--- src/rtl/ssd1306_pkg.sv ---
// Opcodes, enums and helpers shared by the SSD1306 command decoder.
// No latency or backpressure: constants and pure functions only.
package ssd1306_pkg;

    localparam int FB_BYTES = 1024;

    typedef enum logic [1:0] {AM_HORIZ = 2'd0, AM_VERT = 2'd1, AM_PAGE = 2'd2} addr_mode_t;
    typedef enum logic [1:0] {ST_CMD = 2'd0, ST_ARG1 = 2'd1, ST_ARG2 = 2'd2} parse_state_t;

    // Framebuffer pointer; packing page above col gives page*128 + col directly.
    typedef struct packed {
        logic [2:0] page;
        logic [6:0] col;
    } fb_ptr_t;

    localparam fb_ptr_t PTR_ZERO = '{page: 3'd0, col: 7'd0};
    localparam fb_ptr_t PTR_LAST = '{page: 3'd7, col: 7'd127};

    localparam logic [7:0] OP_SET_MODE    = 8'h20;
    localparam logic [7:0] OP_COL_WIN     = 8'h21;
    localparam logic [7:0] OP_PAGE_WIN    = 8'h22;
    localparam logic [7:0] OP_COL_LO_BASE = 8'h00;
    localparam logic [7:0] OP_COL_HI_BASE = 8'h10;
    localparam logic [7:0] OP_PAGE_BASE   = 8'hB0;
    localparam logic [7:0] OP_DISP_OFF    = 8'hAE;
    localparam logic [7:0] OP_NORMAL      = 8'hA6;

    localparam logic [63:0] SKIP_OPS = {8'h81, 8'h8D, 8'hA8, 8'hD3,
                                        8'hD5, 8'hD9, 8'hDA, 8'hDB};

    function automatic logic is_skip_op(input logic [7:0] op);
        logic hit;
        hit = 1'b0;
        for (int i = 0; i < 8; i++) begin
            if (SKIP_OPS[i*8 +: 8] == op) hit = 1'b1;
        end
        return hit;
    endfunction

    function automatic logic takes_arg(input logic [7:0] op);
        return (op == OP_SET_MODE) || (op == OP_COL_WIN) ||
               (op == OP_PAGE_WIN) || is_skip_op(op);
    endfunction

endpackage

--- src/rtl/ssd1306_cmd_decoder_spi_byte_rx.sv ---
// SPI mode-0 byte receiver: 2-flop synchronizers, sclk rise detect, 8-bit shift, cs_n framing.
// byte_valid pulses 2 clk after stage 1 first sees the 8th sclk rise; no backpressure.
module spi_byte_rx (
    input  logic       clk,
    input  logic       greset,
    input  logic       sclk,
    input  logic       mosi,
    input  logic       cs_n,
    input  logic       dc,
    output logic       byte_valid,
    output logic [7:0] byte_data,
    output logic       byte_dc
);

    logic [1:0] sclk_sync;
    logic [1:0] mosi_sync;
    logic [1:0] cs_sync;
    logic [1:0] dc_sync;
    logic       sclk_prev;
    logic [6:0] shreg;
    logic [2:0] bit_cnt;
    logic       sclk_rise;

    assign sclk_rise = sclk_sync[1] & ~sclk_prev;

    always_ff @(posedge clk) begin
        if (greset) begin
            sclk_sync <= 2'b00;
            mosi_sync <= 2'b00;
            cs_sync   <= 2'b11;
            dc_sync   <= 2'b00;
            sclk_prev <= 1'b0;
        end else begin
            sclk_sync <= {sclk_sync[0], sclk};
            mosi_sync <= {mosi_sync[0], mosi};
            cs_sync   <= {cs_sync[0], cs_n};
            dc_sync   <= {dc_sync[0], dc};
            sclk_prev <= sclk_sync[1];
        end
    end

    // Deselect only rewinds the bit counter; a stale shreg is fully overwritten by the next 8 bits.
    always_ff @(posedge clk) begin
        if (greset) begin
            shreg      <= '0;
            bit_cnt    <= '0;
            byte_valid <= 1'b0;
            byte_data  <= '0;
            byte_dc    <= 1'b0;
        end else begin
            byte_valid <= 1'b0;
            if (cs_sync[1]) begin
                bit_cnt <= '0;
            end else if (sclk_rise) begin
                shreg   <= {shreg[5:0], mosi_sync[1]};
                bit_cnt <= bit_cnt + 3'd1;
                if (bit_cnt == 3'd7) begin
                    byte_valid <= 1'b1;
                    byte_data  <= {shreg, mosi_sync[1]};
                    byte_dc    <= dc_sync[1];
                end
            end
        end
    end

endmodule

--- src/rtl/ssd1306_cmd_decoder.sv ---
// SSD1306 SPI command/data decoder driving byte writes into a 1024-byte framebuffer.
// fb_we pulses one clk after byte_valid (pins-to-strobe 3-4 clk); no backpressure, writes are never stalled.
module ssd1306_cmd_decoder
    import ssd1306_pkg::*;
#(
    parameter int CLK_HZ = 25_000_000
) (
    input  logic       clk,
    input  logic       greset,
    input  logic       sclk,
    input  logic       mosi,
    input  logic       cs_n,
    input  logic       dc,
    output logic       fb_we,
    output logic [9:0] fb_addr,
    output logic [7:0] fb_wdata,
    output logic       display_on,
    output logic       invert
);

    // CLK_HZ is informational; all timing is counted in clk cycles.
    if (CLK_HZ <= 0) begin : g_clk_hz_unused
    end

    logic         byte_valid;
    logic [7:0]   byte_data;
    logic         byte_dc;
    logic         cmd_vld;
    logic         data_vld;

    parse_state_t state;
    parse_state_t state_nxt;
    logic [7:0]   pend_op;
    logic [6:0]   arg1;
    addr_mode_t   mode;
    fb_ptr_t      ptr;
    fb_ptr_t      ptr_adv;
    fb_ptr_t      win_start;
    fb_ptr_t      win_end;

    logic ld_mode, ld_col_win, ld_page_win, ld_page, ld_col_lo, ld_col_hi, ld_disp, ld_inv;

    spi_byte_rx u_rx (
        .clk        (clk),
        .greset     (greset),
        .sclk       (sclk),
        .mosi       (mosi),
        .cs_n       (cs_n),
        .dc         (dc),
        .byte_valid (byte_valid),
        .byte_data  (byte_data),
        .byte_dc    (byte_dc)
    );

    assign cmd_vld  = byte_valid & ~byte_dc;
    assign data_vld = byte_valid &  byte_dc;

    always_ff @(posedge clk) begin
        if (greset) state <= ST_CMD;
        else        state <= state_nxt;
    end

    // Data bytes never move the parser, so a window sequence survives interleaved pixels.
    always_comb begin
        state_nxt = state;
        if (cmd_vld) begin
            case (state)
                ST_CMD:  if (takes_arg(byte_data)) state_nxt = ST_ARG1;
                ST_ARG1: state_nxt = (pend_op == OP_COL_WIN || pend_op == OP_PAGE_WIN) ? ST_ARG2 : ST_CMD;
                default: state_nxt = ST_CMD;
            endcase
        end
    end

    always_comb begin
        ld_mode     = 1'b0;
        ld_col_win  = 1'b0;
        ld_page_win = 1'b0;
        ld_page     = 1'b0;
        ld_col_lo   = 1'b0;
        ld_col_hi   = 1'b0;
        ld_disp     = 1'b0;
        ld_inv      = 1'b0;
        if (cmd_vld) begin
            case (state)
                ST_CMD: begin
                    ld_page   = byte_data[7:3] == OP_PAGE_BASE[7:3];
                    ld_col_lo = byte_data[7:4] == OP_COL_LO_BASE[7:4];
                    ld_col_hi = byte_data[7:3] == OP_COL_HI_BASE[7:3];
                    ld_disp   = byte_data[7:1] == OP_DISP_OFF[7:1];
                    ld_inv    = byte_data[7:1] == OP_NORMAL[7:1];
                end
                ST_ARG1: ld_mode = (pend_op == OP_SET_MODE) && (byte_data[1:0] != 2'd3);
                ST_ARG2: begin
                    ld_col_win  = pend_op == OP_COL_WIN;
                    ld_page_win = pend_op == OP_PAGE_WIN;
                end
                default: ;
            endcase
        end
    end

    always_comb begin
        ptr_adv = ptr;
        case (mode)
            AM_HORIZ: begin
                if (ptr.col == win_end.col) begin
                    ptr_adv.col  = win_start.col;
                    ptr_adv.page = (ptr.page == win_end.page) ? win_start.page : ptr.page + 3'd1;
                end else begin
                    ptr_adv.col = ptr.col + 7'd1;
                end
            end
            AM_VERT: begin
                if (ptr.page == win_end.page) begin
                    ptr_adv.page = win_start.page;
                    ptr_adv.col  = (ptr.col == win_end.col) ? win_start.col : ptr.col + 7'd1;
                end else begin
                    ptr_adv.page = ptr.page + 3'd1;
                end
            end
            default: ptr_adv.col = ptr.col + 7'd1;
        endcase
    end

    always_ff @(posedge clk) begin
        if (greset) begin
            mode       <= AM_PAGE;
            ptr        <= PTR_ZERO;
            win_start  <= PTR_ZERO;
            win_end    <= PTR_LAST;
            pend_op    <= '0;
            arg1       <= '0;
            fb_we      <= 1'b0;
            fb_addr    <= '0;
            fb_wdata   <= '0;
            display_on <= 1'b0;
            invert     <= 1'b0;
        end else begin
            fb_we <= data_vld;
            if (data_vld) begin
                fb_addr  <= ptr;
                fb_wdata <= byte_data;
                ptr      <= ptr_adv;
            end
            if (cmd_vld && state == ST_CMD)  pend_op <= byte_data;
            if (cmd_vld && state == ST_ARG1) arg1    <= byte_data[6:0];
            if (ld_mode) mode <= addr_mode_t'(byte_data[1:0]);
            if (ld_col_win) begin
                win_start.col <= arg1;
                win_end.col   <= byte_data[6:0];
                ptr.col       <= arg1;
            end
            if (ld_page_win) begin
                win_start.page <= arg1[2:0];
                win_end.page   <= byte_data[2:0];
                ptr.page       <= arg1[2:0];
            end
            if (ld_page)   ptr.page     <= byte_data[2:0];
            if (ld_col_lo) ptr.col[3:0] <= byte_data[3:0];
            if (ld_col_hi) ptr.col[6:4] <= byte_data[2:0];
            if (ld_disp)   display_on   <= byte_data[0];
            if (ld_inv)    invert       <= byte_data[0];
        end
    end

endmodule

--- config.mk ---
export PLATFORM = sky130hd
export DESIGN_NAME = ssd1306_cmd_decoder
export DESIGN_NICKNAME = d
export VERILOG_FILES = /design/src/rtl/ssd1306_pkg.sv /design/src/rtl/ssd1306_cmd_decoder_spi_byte_rx.sv /design/src/rtl/ssd1306_cmd_decoder.sv
export SDC_FILE = /design/constraint.sdc
export NUM_CORES = 1
export LEC_CHECK = 0
export ABC_AREA = 1
export ABC_CLOCK_PERIOD_IN_PS = 1700
export CORE_UTILIZATION = 55
export CTS_BUF_LIST = sky130_fd_sc_hd__clkbuf_4
export DETAILED_ROUTE_END_ITERATION = 10
export PLACE_DENSITY_LB_ADDON = 0.2
export SLEW_MARGIN = 30
export SYNTH_ARGS = -nofsm -noshare
export SYNTH_HDL_FRONTEND = slang
export SYNTH_SLANG_ARGS = --single-unit
--- constraint.sdc ---
create_clock -name clk -period 1.7 [get_ports clk]
set_input_delay 0.425 -clock clk [delete_from_list [all_inputs] [get_ports clk]]
set_output_delay 0.425 -clock clk [all_outputs]
set_load 0.02 [all_outputs]
==> results.txt <==
----------------------------------------------------
[CTS]
  Insertion delay to the later sink of the worst-skew pair ... around 440 ps
  Htree depth ... 3
  Buffers inserted during post-CTS setup optimization ... 0
  Number of buffers added to fix hold violations after cts ... 0
  CTS tree ... done
  Root Buffer Master ... sky130_fd_sc_hd__clkbuf_4
  Clock-pin slew of the registers on the worst-case setup and hold paths ... roughly 170 ps
  Clock Sink Count ... slightly below 100
  Cts bufs inserted ... 9
  Maximum clock path buffer count ... 2

[Worst setup path]
  Arrival time reported for the critical path endpoint ... approximately 2000 ps
  Crit path max-delay family ... simple AND/OR/NAND/NOR gates
  Most used cell along the critical path ... sky130_fd_sc_hd__nand2_1
  Critical-path cell list ... inv_2, nor2_1, nand2_1, nor3_2, nor2_1, nand2_1, nand2_1, a21oi_1
  Critical path capture point type ... flop
  Worst Setup Start Kind ... flop
  Critical path class ... flop to flop
  Critical path buffer and inverter count ... 1
  R2r setup slk ... just under 80 ps
  Launching point of the worst reg2reg path ... u_rx.byte_data[4]
  Worst r2r path cells ... 8
  Required @ worst endpoint ... about 2100 ps
  Peak fanout along the critical path ... 6
  Worst reg2reg endpoint ... ptr[4]
  Highest-delay cell along the critical path ... sky130_fd_sc_hd__dfxtp_1
  CP peak stage delay ... 480 ps

[Die]
  Initial core utilization ... between 50% and 60%
  Die X ... 90.9 µm
  Die outline height ... 90.9 µm
  Die Area ... between 8000 and 9000 µm²
  Top-level I/O count ... 27
  Core Rows ... 32
  Core region area ... between 7000 and 8000 µm²

[Synthesis]
  Synth Flop Type ... sky130_fd_sc_hd__dfxtp_1
  Post-synthesis cell count ... around 580
  Count of synthesis-stage warnings from yosys ... 0
  Number of nets in the synthesized netlist ... about 590
  Number of flops mapped to enable cells by yosys ... 0
  Synth Register Bits ... between 90 and 100
  Share of flip-flops with an asynchronous set or reset ... 0%
  Portion of the post-synthesis area used by sequential elements ... between 40% and 50%
  Count of different cell masters after synthesis ... 37
  Per-instance average area after synthesis ... 7.54 µm²
  Post-synthesis cell area ... 4340 µm²

[Power]
  Power density normalized to cell area ... around 760 nW/µm²
  Maximum vdd ir drop ... 0.528 mV
  Total power consumption of the routed design ... roughly 3.8 mW
  Pleak ... 2.16 nW

[Route]
  Via total after detailed routing ... approximately 3800
  Count of antenna-violating nets left after detailed routing ... 0
  Total DRC errors in the routed layout ... 0
  Routed length per placed instance ... 13.7 µm
  Aggregate routed wire length ... slightly below 10000 µm
  Average vias per placed instance ... 5.32
  First drt pass iteration count ... 6
  Number of DRC markers after the initial detailed-route iteration ... slightly above 300

[GRT]
  Maximum number of pins on one net before global-route repair ... between 50 and 60
  Overflow left after global routing ... 0
  Initial antenna violation count ... 0
  Via count of the first global-routing pass ... approximately 3600
  Global-route wire length before repair ... 16800 µm
  Total routing resource utilization after global routing ... around a quarter

[Finish]
  Layout Nets ... between 600 and 700
  Layout area overhead ... 14.5%
  Antenna Cells ... 0
  Share of layout cells above drive strength 1 ... roughly 15%
  Final std cells w/o fill ... about 720
  Area of the multi-input gates ... around 2000 µm²
  Area taken by flip-flops and latches ... 1980 µm²
  Commonest cells after routing, fill and taps aside ... sky130_fd_sc_hd__dfxtp_1, sky130_fd_sc_hd__nand2_1, sky130_fd_sc_hd__nor2_1
  Count of fill cells added during filler insertion ... 702
  Most common cell after layout, fill and taps aside ... sky130_fd_sc_hd__dfxtp_1

[Place]
  Weighted congestion at the end of routability-driven global placement ... roughly 0.94
  Half-perimeter wire length after placement ... about 7000 µm
  Port buffer count ... 26
  Post-Place Cells ... just over 700

[Hold path]
  Worst Hold Launch ... u_rx.dc_sync[0]
  Capture endpoint of the worst hold path ... u_rx.dc_sync[1]
  Depth of the worst hold-timing path ... 2
  Hold WC Path Type ... flop to flop

[STA]
  Maximum frequency from static timing analysis ... 616 MHz
  Final Hold Fails ... 0
  Minimum clock period ... 1620 ps
  RSZ-0062 raised after global routing ... true
  Post-Route Skew ... 20.0 ps
  Slew at the pin closest to its max-slew limit ... approximately 430 ps
  Max-slew headroom at the worst pin ... around 71%
  Finish-stage setup viols ... 0
  Pins Over Slew Limit ... 0
  Crit share post-route ... 95.5%

[Flow run]
  Max_cap viols ... 0

[Outcome]
  Run status ... finished clean

----------------------------------------------------
cell type report:
type / count / share of cell area (%)
Multi-Input combinational cell: 382 / 40.0
Sequential cell: 99 / 39.8
Timing Repair Buffer: 51 / 8.98
Inverter: 71 / 5.41
Tap cell: 102 / 2.56
Clock inverter: 7 / 1.86
Clock buffer: 9 / 1.36
how the worst max path moves through the flow:
stage / start / endpoint / slack [ps] / depth (start not counted)
6_report: u_rx.byte_data[4] / ptr[4] / 80 / 8
5_1_grt: pend_op[2] / ptr[4] / -70 / 9
4_1_cts: pend_op[7] / ptr[4] / 30 / 9
3_5_place_dp: pend_op[6] / ptr[4] / 60 / 9
3_3_place_gp: u_rx.bit_cnt[0] / u_rx.byte_data[1] / 70 / 4
2_1_floorplan: ptr[2] / ptr[0] / 340 / 11
where the power goes:
part | internal, mW | total [mW] | switching, mW
registers | 2.33 | 2.34 | 0.00489
clock network | 0.488 | 1.34 | 0.852
logic | 0.0358 | 0.0909 | 0.0551
total | 2.86 | 3.77 | 0.912
layer usage:
layer  vias to the layer above  share of wire (%)  global-route usage [%]
met1                      1757                 46                    32.8
li1                       1940                  -                       -
met4                         0                1.9                    9.26
met2                       117                 47                    42.2
met3                        20                5.4                    4.63
met5                         -                  0                       0
synth_stat cells (8+ instances only):
library cell                n  area, µm²
sky130_fd_sc_hd__dfxtp_1   99       1980
sky130_fd_sc_hd__nand2_1   96        360
sky130_fd_sc_hd__nor2_1    70        263
sky130_fd_sc_hd__a21oi_1   64        320
sky130_fd_sc_hd__o21ai_0   58        290
sky130_fd_sc_hd__inv_1     54        203
sky130_fd_sc_hd__clkbuf_1  13       48.8
sky130_fd_sc_hd__inv_2     13       48.8
sky130_fd_sc_hd__nand3_1   13       65.1
sky130_fd_sc_hd__nand2_2   12       75.1
sky130_fd_sc_hd__o211ai_1   9       67.6
sky130_fd_sc_hd__nand4_1    8       50.1
stage by stage:
| step | setup slack [ps] | setup TNS (ps) | hold slack (ps) | cell area (µm²) | utilization, % |
|---|---|---|---|---|---|
| final | 77.3 | 0 | 412 | 4980 | 64.7 |
| after global routing | -66.3 | -247 | 453 | 4980 | 64.7 |
| after CTS | 31.3 | 0 | 414 | 4960 | 64.5 |
| after detailed placement | 63.2 | 0 | 393 | 4820 | 62.7 |
| after global placement | 73.8 | 0 | 391 | 4820 | 62.7 |
| after floorplan | 345 | 0 | 388 | 4340 | - |
worst reg2reg max path: cells and delay by family, from the launching register on:
| family | cells | cell delay (ps) |
|---|---|---|
| and+or+nand+nor | 6 | 830 |
| DFF | 1 | 480 |
| buffers and inverters | 1 | 140 |
| AOI/OAI and AO/OA | 1 | 130 |
logic make-up (layout without fill, tap and decap cells):
group | Yosys count | after routing | share of synthesized area [%]
xor+xnor | 13 | 13 | 2.79
simple gates | 220 | 220 | 23.3
fa+ha+maj | 4 | 4 | 1.15
flops | 99 | 99 | 45.6
compound gates | 145 | 145 | 18.2
buf+inv | 95 | 138 | 8.96
sequential cells by signal, indices dropped and copies added (netlist names), 3 cells and up:
signal	cells
arg1	7
fb_wdata	8
u_rx.bit_cnt	3
ptr	10
win_start	10
u_rx.byte_data	8
u_rx.shreg	7
win_end	10
fb_addr	10
pend_op	8
what timing repair did:
item	CTS	global route
resized for setup	21	8
setup endpoints to repair	21	22
pin swaps	0	2
Power figures use the tool's default switching activity.
